==> src/rtl/mem_port_arbiter.sv <==
// Shares one memory bus port between instruction fetch (IFU) and load/store (LSU).
// One transaction in flight; LSU has priority, bounded by a burst counter so IFU cannot starve.
module mem_port_arbiter #(
  parameter int ADDR_W       = 64,
  parameter int DATA_W       = 64,
  parameter int MAX_LS_BURST = 4
) (
  input  logic                clk,
  input  logic                rst,
  input  logic                ifu_req,
  input  logic [ADDR_W-1:0]   ifu_addr,
  input  logic                ifu_flush,
  output logic                ifu_gnt,
  output logic                ifu_rvalid,
  output logic [DATA_W-1:0]   ifu_rdata,
  input  logic                lsu_req,
  input  logic                lsu_we,
  input  logic [ADDR_W-1:0]   lsu_addr,
  input  logic [DATA_W-1:0]   lsu_wdata,
  input  logic [DATA_W/8-1:0] lsu_wmask,
  output logic                lsu_gnt,
  output logic                lsu_rvalid,
  output logic [DATA_W-1:0]   lsu_rdata,
  output logic                mem_req,
  output logic                mem_we,
  output logic [ADDR_W-1:0]   mem_addr,
  output logic [DATA_W-1:0]   mem_wdata,
  output logic [DATA_W/8-1:0] mem_wmask,
  input  logic                mem_gnt,
  input  logic                mem_rvalid,
  input  logic [DATA_W-1:0]   mem_rdata,
  output logic                busy
);

  localparam int MASK_W = DATA_W / 8;
  localparam logic [3:0] MAX_CNT = 4'(MAX_LS_BURST);

  typedef enum logic [1:0] {S_IDLE, S_REQ, S_WAIT, S_RESP} state_t;
  typedef enum logic {OWN_IFU, OWN_LSU} owner_t;

  state_t              state_q, state_d;
  owner_t              owner_q, owner_d;
  logic                drop_q, drop_d;
  logic [3:0]          cnt_q, cnt_d;
  logic [ADDR_W-1:0]   addr_q, addr_d;
  logic                we_q, we_d;
  logic [DATA_W-1:0]   wdata_q, wdata_d;
  logic [MASK_W-1:0]   wmask_q, wmask_d;
  logic [DATA_W-1:0]   rdata_q, rdata_d;
  logic [DATA_W-1:0]   ifu_hold_q, ifu_hold_d;
  logic [DATA_W-1:0]   lsu_hold_q, lsu_hold_d;
  logic                ifu_wins;

  always_ff @(posedge clk) begin
    if (rst) begin
      state_q    <= S_IDLE;
      owner_q    <= OWN_IFU;
      drop_q     <= 1'b0;
      cnt_q      <= '0;
      addr_q     <= '0;
      we_q       <= 1'b0;
      wdata_q    <= '0;
      wmask_q    <= '0;
      rdata_q    <= '0;
      ifu_hold_q <= '0;
      lsu_hold_q <= '0;
    end else begin
      state_q    <= state_d;
      owner_q    <= owner_d;
      drop_q     <= drop_d;
      cnt_q      <= cnt_d;
      addr_q     <= addr_d;
      we_q       <= we_d;
      wdata_q    <= wdata_d;
      wmask_q    <= wmask_d;
      rdata_q    <= rdata_d;
      ifu_hold_q <= ifu_hold_d;
      lsu_hold_q <= lsu_hold_d;
    end
  end

  // IFU takes the port when LSU is absent or has used up its burst allowance.
  assign ifu_wins = ifu_req && !ifu_flush && (!lsu_req || (cnt_q == MAX_CNT));

  always_comb begin
    state_d    = state_q;
    owner_d    = owner_q;
    drop_d     = drop_q;
    cnt_d      = cnt_q;
    addr_d     = addr_q;
    we_d       = we_q;
    wdata_d    = wdata_q;
    wmask_d    = wmask_q;
    rdata_d    = rdata_q;
    ifu_hold_d = ifu_hold_q;
    lsu_hold_d = lsu_hold_q;
    ifu_gnt    = 1'b0;
    lsu_gnt    = 1'b0;
    ifu_rvalid = 1'b0;
    lsu_rvalid = 1'b0;

    // Handshakes are suppressed in the reset cycle since the state they imply is discarded.
    if (!rst) begin
      if (ifu_flush && (owner_q == OWN_IFU) && (state_q != S_IDLE)) begin
        drop_d = 1'b1;
      end

      case (state_q)
        S_IDLE: begin
          if (ifu_wins) begin
            ifu_gnt = 1'b1;
            addr_d  = ifu_addr;
            we_d    = 1'b0;
            wdata_d = '0;
            wmask_d = '0;
            owner_d = OWN_IFU;
            drop_d  = 1'b0;
            cnt_d   = '0;
            state_d = S_REQ;
          end else if (lsu_req) begin
            lsu_gnt = 1'b1;
            addr_d  = lsu_addr;
            we_d    = lsu_we;
            wdata_d = lsu_wdata;
            wmask_d = lsu_wmask;
            owner_d = OWN_LSU;
            drop_d  = 1'b0;
            if (!ifu_req) begin
              cnt_d = '0;
            end else if (cnt_q != MAX_CNT) begin
              cnt_d = cnt_q + 4'd1;
            end
            state_d = S_REQ;
          end
        end
        S_REQ: begin
          if (mem_gnt) begin
            if (mem_rvalid) begin
              rdata_d = mem_rdata;
              state_d = S_RESP;
            end else begin
              state_d = S_WAIT;
            end
          end
        end
        S_WAIT: begin
          if (mem_rvalid) begin
            rdata_d = mem_rdata;
            state_d = S_RESP;
          end
        end
        S_RESP: begin
          drop_d  = 1'b0;
          state_d = S_IDLE;
          if (owner_q == OWN_LSU) begin
            lsu_rvalid = 1'b1;
            lsu_hold_d = rdata_q;
          end else if (!drop_q && !ifu_flush) begin
            ifu_rvalid = 1'b1;
            ifu_hold_d = rdata_q;
          end
        end
        default: state_d = S_IDLE;
      endcase
    end
  end

  // Read data is visible during the pulse and held afterwards without extra latency.
  assign ifu_rdata = ifu_rvalid ? rdata_q : ifu_hold_q;
  assign lsu_rdata = lsu_rvalid ? rdata_q : lsu_hold_q;

  assign mem_req   = (state_q == S_REQ);
  assign mem_we    = we_q;
  assign mem_addr  = addr_q;
  assign mem_wdata = wdata_q;
  assign mem_wmask = wmask_q;
  assign busy      = (state_q != S_IDLE);

endmodule

==> config.mk <==
export PLATFORM = sky130hd
export DESIGN_NAME = mem_port_arbiter
export DESIGN_NICKNAME = d
export VERILOG_FILES = /design/src/rtl/mem_port_arbiter.sv
export SDC_FILE = /design/constraint.sdc
export NUM_CORES = 1
export LEC_CHECK = 0
export ABC_AREA = 1
export CAP_MARGIN = 30
export CORE_AREA = 10 10 203 205
export CTS_CLUSTER_SIZE = 14
export DETAILED_ROUTE_END_ITERATION = 8
export DIE_AREA = 0 0 213 215
export GPL_TIMING_DRIVEN = 0
export PLACE_DENSITY = 0.8
export SYNTH_ARGS = -nofsm -noshare
export SYNTH_HDL_FRONTEND = slang
export SYNTH_SLANG_ARGS = --single-unit
==> constraint.sdc <==
create_clock -name clk -period 1.6 [get_ports clk]
set_input_delay 0.32 -clock clk [delete_from_list [all_inputs] [get_ports clk]]
set_output_delay 0.32 -clock clk [all_outputs]
set_load 0.01 [all_outputs]
Yosys cells after proc, flatten, opt, wreduce, memory -nomap -nowiden
Cells that the tools add are included.

word-level totals
  register bits after elaboration = 337
  bits in latches = 0
  memory bits (writable) = 0
  ROM bits = 0
  input bits = 272
  output and inout bits = 271
  logic and storage cells = 84
  memories = 0

cells by class
  add/subtract/negate cells = 1
  $mul = 0
  div/mod/pow operators = 0
  magnitude comparators = 0
  eq/ne operators = 9
  shift-type cells = 0
  multiplexer cells = 43
  bitwise gates (word level) = 1
  reductions and logical operators = 19

operators with widths
  cell                                           number
  two-way mux 64 bit                             8
  one-hot mux 64 bit (2 select lines)            1
  two-way mux 1 bit                              22
  two-way mux 4 bit                              4
  two-way mux 8 bit                              2
  AND reduction 3 bit                            3
  two-way mux 2 bit                              4
  one-hot mux 2 bit (4 select lines)             1
  AND reduction 2 bit                            3
  nonzero test 2 bit                             3
  logical AND 1 bit                              5
  adder 4 x 1 -> 4 bit, second input constant    1
  == test 2 bit, second input constant           2
  == test 4 x 3 -> 1 bit, second input constant  1
  != test 4 x 3 -> 1 bit, second input constant  1
  logical NOT 1 bit                              3
  != test 3 x 1 -> 1 bit, second input constant  1
  != test 3 bit, second input constant           1
  == test 2 x 1 -> 1 bit, second input constant  1
  logical NOT 2 bit                              1
  != test 2 x 1 -> 1 bit, second input constant  1
  != test 2 bit, second input constant           1
  one-hot mux 1 bit (2 select lines)             1
  logical OR 1 bit                               1
  inverter 1 bit                                 1

Logic depth before layout (Yosys ltp)
Gate-level depths: netlist of the first run.

  depth in word-level cells = 7
  depth in mapped cells = 11
  gate-level depth less buffers = 10

Worst setup path before layout of the first run
Ideal clock, no wire load.

  path kind = register -> output
  start point = reg state_q[0]
  end point = out ifu_rdata[54]
  data arrival time = 1475 ps
  data required time = 1280 ps
  slack = -195 ps
  stages on the path, launching flop included = 7
  buffers on the path = 2
  cell sequence = dfxtp_1 > ha_1 > nand3_1 > nor2_1 > buf_2 > clkbuf_1 > o21ai_0

on the way
  word-level cells in the longest chain between the ends = 4

RTL lines
  element                 line  text
  start, declared         41    state_t state_q, state_d;
  start signal, assigned  68    state_q <= state_d;
  == test 2 bit           108   case (state_q)
  two-way mux 1 bit       108
  two-way mux 1 bit       103   if (!rst) begin
  named net ifu_rvalid    14    output logic ifu_rvalid,
  two-way mux 64 bit      169   assign ifu_rdata = ifu_rvalid ? rdata_q : ifu_hold_q;
  end, declared           15    output logic [DATA_W-1:0] ifu_rdata,

The timed path passes the listed nets, and every way through them passes these cells.

Worst setup path after layout of the first run
  start point = reg state_q[0]
  end point = out lsu_rdata[10]

on the way
  word-level cells in the longest chain between the ends = 4

RTL lines
  element             line  text
  == test 2 bit       108
  two-way mux 1 bit   108
  two-way mux 1 bit   103
  two-way mux 64 bit  170   assign lsu_rdata = lsu_rvalid ? rdata_q : lsu_hold_q;
  end, declared       23    output logic [DATA_W-1:0] lsu_rdata,

Every way passes these cells.

==> impl_metrics.toml, run 1 <==
[status]
status = "finished with violations"
violations = "setup timing"

[synthesis]
yosysWarnings = 0
yosysMostFrequentCell = "dfxtp_1"
synthArstFlopShare = 0
ys_top_cells_by_area = "dfxtp_1, o21ai_0, nand2_1"
synth_common_cells = "dfxtp_1, nand2_1, inv_1"
synth_area_um2 = 13900
synth_top_area_cell = "dfxtp_1"
synth_area_per_cell_um2 = 7.68
synth_cell_types = 22
synth_edf_count = 0
netlist_instances = 1808
synthFlopType = "dfxtp_1"
synth_top_area_frac = 0.486
syn_nets = 2087
ys_ff_latch = 337
ys_seq_area_frac = 0.486

[timing]
fmax_ghz = 0.408
finalClockSkew_ns = 0.0184
final_max_slew_viol_count = 0
worstMarginPinSlew_ns = 0.881
finalWorstSetupSlack_ns = -0.850
relSlewSlack = 0.413
post-route-period-util = 1.53
rsz0062_at_grt = "true"
setup_violations = 340
hold_viol = 0
min_period_ns = 2.45

[final_layout]
final.fill_count = 2454
stdcell_count = 2996
layout.nets = 2775
multi_input_area_um2 = 7920
final_cell_area_um2 = 25900
area_delta_synth_final_pct = 86.5
regArea_um2 = 6760
layout-drive-gt1-share = 0.350

[power]
ir_drop_mv = 0.991
powerDensity_nw_per_um2 = 1300
p_leak_nw = 13.2

[cts]
ctsLongestPathBuffers = 3
cts_buffers = 38
clkSinkCount = 337
cts_tree = "built"
h-tree-depth = 2
clk_pin_slew_ns = 0.06
clk_latency_ns = 0.55
cts_root_buf = "clkbuf_16"

[global_routing]
first_global_vias = 15022
grt_pass1_wl_mm = 89.9
grt_overflow = 0
antenna_found_initial = 8
grt_use_total = 0.256
grt_max_degree = 14

[critical_path]
critPathLaunchType = "register"
cp_data_required_time_ns = 1.28
cp.arrival_ns = 2.13
critPathKind = "reg -> out"
cp_max_fo = 5
max_stage_delay_ns = 0.36
path_delay_family = "buffers and inverters"
critPathBufInv = 4
worstSetupEndpointType = "primary output"
r2r_cells = 14
path_depth = 9
crit_top_cell = "nand2_4"
crit_chain = "ha_4 > nand2_4 > nor2_4 > buf_8 > buf_12 > buf_16 > nand2_4 > o21ai_2 > buf_2"
slowest_stage = "dfxtp_4"

[floorplan]
die-area_um2 = 45800
rows = 71
floorplan.initialDensity = 0.373
core-area_um2 = 37200
dieWidth_um = 213
pin_count = 543
die_y_um = 215

[place]
gp_congestion = 0.953
portBuffers = 542
dp_hpwl_mm = 48.7
placed_cell_area_um2 = 20100
dpl.cell_count = 2825
preCtsSetupSlack_ns = -2.19

[detailed_routing]
vias_per_cell = 5.50
finalWirelength_mm = 74.3
vias = 16491
wl_met1_mm = 24.2
wl_per_cell_um = 24.8
first_pass_iters = 7
drc_errors = 0
route.top_layer_used = "met5"
drtAntennaViolNets = 0
drt-initial-drc-count = 1277
routed-wl-met2_mm = 38.4
dr_wl_met3_mm = 6.22

[flow_run]
maxCapViolations = 0

[worst_hold_path]
hold_path_class = "in -> reg"
hold_depth = 3
-- power breakdown --
part           total, W  internal (W)  leakage, nW  switching (W)
Sequential       0.0111       0.00985         2.75        0.00128
Clock           0.00853       0.00490        0.574        0.00363
Combinational    0.0140       0.00699         9.87        0.00705
-- kinds of logic after synthesis --
| logic type | count (synthesis) | synth area share |
|---|---|---|
| XOR/XNOR | 1 | 0.000631 |
| buffers and inverters | 420 | 0.121 |
| flip-flops | 337 | 0.486 |
| AND/OR/NAND/NOR | 380 | 0.111 |
| AO/OA/AOI/OAI | 663 | 0.275 |
| adder cells (fa/ha/maj) | 7 | 0.00631 |
-- placed cells by master, fill, tap and decap left out, types with 40 or more instances in the layout --
master           count
dfxtp_1            332
clkdlybuf4s50_1    271
inv_1              267
nand2_1            159
dlymetal6s2s_1     137
o31ai_1            125
o21ai_2            124
a21oi_2            118
buf_2              109
a21oi_1             77
o21ai_0             73
clkbuf_16           71
nand2_2             65
a21o_1              64
buf_6               62
nand2_4             60
buf_4               48
nand3_1             42
o21ai_1             40
-- flip-flops by register name (all words and copies together), names as in the netlist --
register    count
rdata_q        64
ifu_hold_q     64
state_q         2
mem_wdata      64
cnt_q           4
drop_q          1
mem_we          1
owner_q         1
mem_addr       64
mem_wmask       8
lsu_hold_q     64
-- what timing repair did --
action,4_1_cts,5_1_grt
endpoints found under the setup margin,608,571
resized for setup,649,1138
hold buffers,0,0
cloned,5,32
setup buffers,13,60
pin swaps,6,94
-- per-stage QoR --
| stage | power, W | TNS (ns) | hold WS (ns) | util |
|---|---|---|---|---|
| 2_1_floorplan | 0.0150 | -2.06 | 0.437 | - |
| 4_1_cts | 0.0281 | -227.52 | 0.322 | 0.577 |
| 3_5_place_dp | 0.0194 | -535.52 | 0.450 | 0.540 |
| 6_report | 0.0337 | -182.85 | 0.361 | 0.696 |
| 3_3_place_gp | 0.0192 | -550.60 | 0.447 | 0.540 |
| 5_1_grt | 0.0348 | -201.61 | 0.346 | 0.696 |
-- layer usage --
metal / GRT usage / up-vias
li1: - / 7382
met1: 0.252 / 7983
met2: 0.472 / 853
met3: 0.0835 / 265
met4: 0.123 / 8
met5: 0 / -
-- worst paths after layout --
check	endpoint	slack [ns]	start
max	lsu_rdata[10]	-0.85	state_q[0]$_SDFFE_PP0P_
min	mem_wdata[18]$_SDFFE_PP0P_	0.36	lsu_wdata[18]
max reg2reg	rdata_q[9]$_SDFFE_PP0P_	-0.70	state_q[0]$_SDFFE_PP0P_
min reg2reg	mem_wdata[54]$_SDFFE_PP0P_	0.46	mem_wdata[54]$_SDFFE_PP0P_
-- area by class of cell --
class | count | share of cell area
clock buffer | 55 | 0.0423
antenna | 4 | 0.000387
timing repair buffer | 653 | 0.270
tap | 474 | 0.0229
inverter | 278 | 0.0415
multi-input combinational | 1051 | 0.306
sequential | 337 | 0.261
clock inverter | 7 | 0.00261
buffer | 137 | 0.0537
-- worst min-delay path, stage by stage --
cell and delay (ns):
clkdlybuf4s50_1 0.40, nand3_1 0.10, a21oi_2 0.05
Note: power is estimated with default switching activity, not from simulation.
==> run 2, diff against run 1 <==
--- a/config.mk
+++ b/config.mk
@@ -13,6 +13,7 @@
 export DIE_AREA = 0 0 213 215
 export GPL_TIMING_DRIVEN = 0
 export PLACE_DENSITY = 0.8
+export SLEW_MARGIN = 20
 export SYNTH_ARGS = -nofsm -noshare
 export SYNTH_HDL_FRONTEND = slang
 export SYNTH_SLANG_ARGS = --single-unit
==> impl_metrics.toml, run 2 (synthesis results as in run 1) <==
[status]
status = "finished with violations"
violations = "setup timing"

[timing]
rsz0062_at_grt = "true"
hold_viol = 0
final_max_slew_viol_count = 0
relSlewSlack = 0.508
post-route-period-util = 1.52
finalClockSkew_ns = 0.0176
worstMarginPinSlew_ns = 0.737
setup_violations = 551
finalWorstSetupSlack_ns = -0.835
fmax_ghz = 0.411
min_period_ns = 2.43
holdWs_ns = 0.341

[critical_path]
cp_max_fo = 6
cp.arrival_ns = 2.11
cp_data_required_time_ns = 1.28
worstReg2RegStart = "state_q[0]$_SDFFE_PP0P_"
regToRegEndpoint = "rdata_q[27]$_SDFFE_PP0P_"
worstSetupEndpointType = "primary output"
r2r_cells = 10
critPathKind = "reg -> out"
critPathLaunchType = "register"
r2r_setup_slack_ns = -0.44

[power]
p_leak_nw = 10.3
powerDensity_nw_per_um2 = 1290
ir_drop_mv = 1.04
finalPower_w = 0.0301

[floorplan]
core-area_um2 = 37200
dieWidth_um = 213
pin_count = 543
die_y_um = 215
rows = 71
floorplan.initialDensity = 0.373
die-area_um2 = 45800

[cts]
clk_latency_ns = 0.55
ctsLongestPathBuffers = 3
h-tree-depth = 2
cts_buffers = 37
clk_pin_slew_ns = 0.06
cts_root_buf = "clkbuf_16"
cts_tree = "built"
clkSinkCount = 337

[final_layout]
area_delta_synth_final_pct = 68.4
regArea_um2 = 6760
layout-drive-gt1-share = 0.228
layout.nets = 2731
multi_input_area_um2 = 6650
final_common_cell = "clkdlybuf4s50_1"
final_util = 0.628
final_cell_mix = "clkdlybuf4s50_1, dfxtp_1, inv_1, nand2_1, a21oi_1"
final.fill_count = 2915

[place]
dp_hpwl_mm = 48.8
gp_congestion = 0.953
portBuffers = 542

[detailed_routing]
vias_per_cell = 5.33
vias = 15750
drc_errors = 0
drt-initial-drc-count = 1119
wl_per_cell_um = 22.4
finalWirelength_mm = 66.3
drtAntennaViolNets = 0
first_pass_iters = 6

[worst_hold_path]
min_from = "lsu_wdata[35]"
hold_path_class = "in -> reg"
holdPathEnd = "mem_wdata[35]$_SDFFE_PP0P_"
hold_depth = 3

[global_routing]
antenna_found_initial = 9
first_global_vias = 15212
grt_use_total = 0.260
grt_overflow = 0
grt_pass1_wl_mm = 91.4
grt_max_degree = 14

[flow_run]
maxCapViolations = 0
run 2: cell count changes in the layout (fill, tap and decap cells not counted), sizes merged:
cell and delta:
buf -36, clkdlybuf4s50 +137, clkbuf -16, inv -1
dlygate4sd2 -2, bufinv +1, clkinv +2, clkdlybuf4s15 +10
dlymetal6s2s -137, clkinvlp +2
run 2: final cells by class:
| cell class | count | area share |
|---|---|---|
| inverter | 278 | 0.0451 |
| buffer | 137 | 0.0501 |
| clock buffer | 54 | 0.0476 |
| timing repair buffer | 610 | 0.253 |
| antenna | 4 | 0.000428 |
| clock inverter | 11 | 0.00519 |
| multi-input combinational | 1051 | 0.284 |
| tap | 474 | 0.0254 |
| sequential | 337 | 0.289 |
run 2: power by group:
part           internal, W  leakage (nW)  switching, W  total (W)
clock              0.00516         0.603       0.00358    0.00874
sequential         0.00985          2.75       0.00120     0.0110
combinational      0.00492          6.95       0.00536     0.0103
total               0.0199          10.3        0.0101     0.0301
run 2: per-stage QoR:
step	std cells	worst slack, ns	TNS (ns)	cell area [um^2]
6_report	2956	-0.835	-184.39	23400
3_5_place_dp	2825	-2.17	-542.85	20100
4_1_cts	2909	-0.815	-213.23	21800
3_3_place_gp	2824	-2.18	-550.60	20100
5_1_grt	2956	-0.905	-224.32	23400
2_1_floorplan	1808	-0.0796	-2.06	14100
run 2: worst max path at each step:
stage               cells past startpoint  slack, ns                    start       endpoint
finish                                  9      -0.83  state_q[0]$_SDFFE_PP0P_  ifu_rdata[27]
global route                            9      -0.91  state_q[0]$_SDFFE_PP0P_  ifu_rdata[30]
CTS                                     9      -0.82  state_q[1]$_SDFFE_PP0P_  ifu_rdata[11]
detailed placement                      6      -2.17                      rst        lsu_gnt
global placement                        6      -2.18                      rst        lsu_gnt
floorplan                               6      -0.08  state_q[0]$_SDFFE_PP0P_  ifu_rdata[19]
run 2: critical path, cell delays in order, from the launching register on:
cell and delay, ns:
dfxtp_4 0.36, ha_4 0.16, nand3_4 0.09, nor2_4 0.16, buf_8 0.16, clkbuf_16 0.16, buf_8 0.13, nand2_4 0.06
o21ai_2 0.09, buf_2 0.17
run 2: per-layer routing:
metal | vias to the layer above | GRT usage | share of wire
li1 | 7278 | - | -
met1 | 7503 | 0.256 | 0.34
met2 | 769 | 0.471 | 0.51
met3 | 192 | 0.0782 | 0.088
met4 | 8 | 0.148 | 0.063
met5 | - | 0 | 0.00063
run 2: repair_timing:
item	in CTS	in global routing
hold buffers	0	0
buffers inserted	15	36
pin swaps	7	11
endpoints found under the setup margin	608	584
gates cloned	6	10
gates resized for setup	762	394
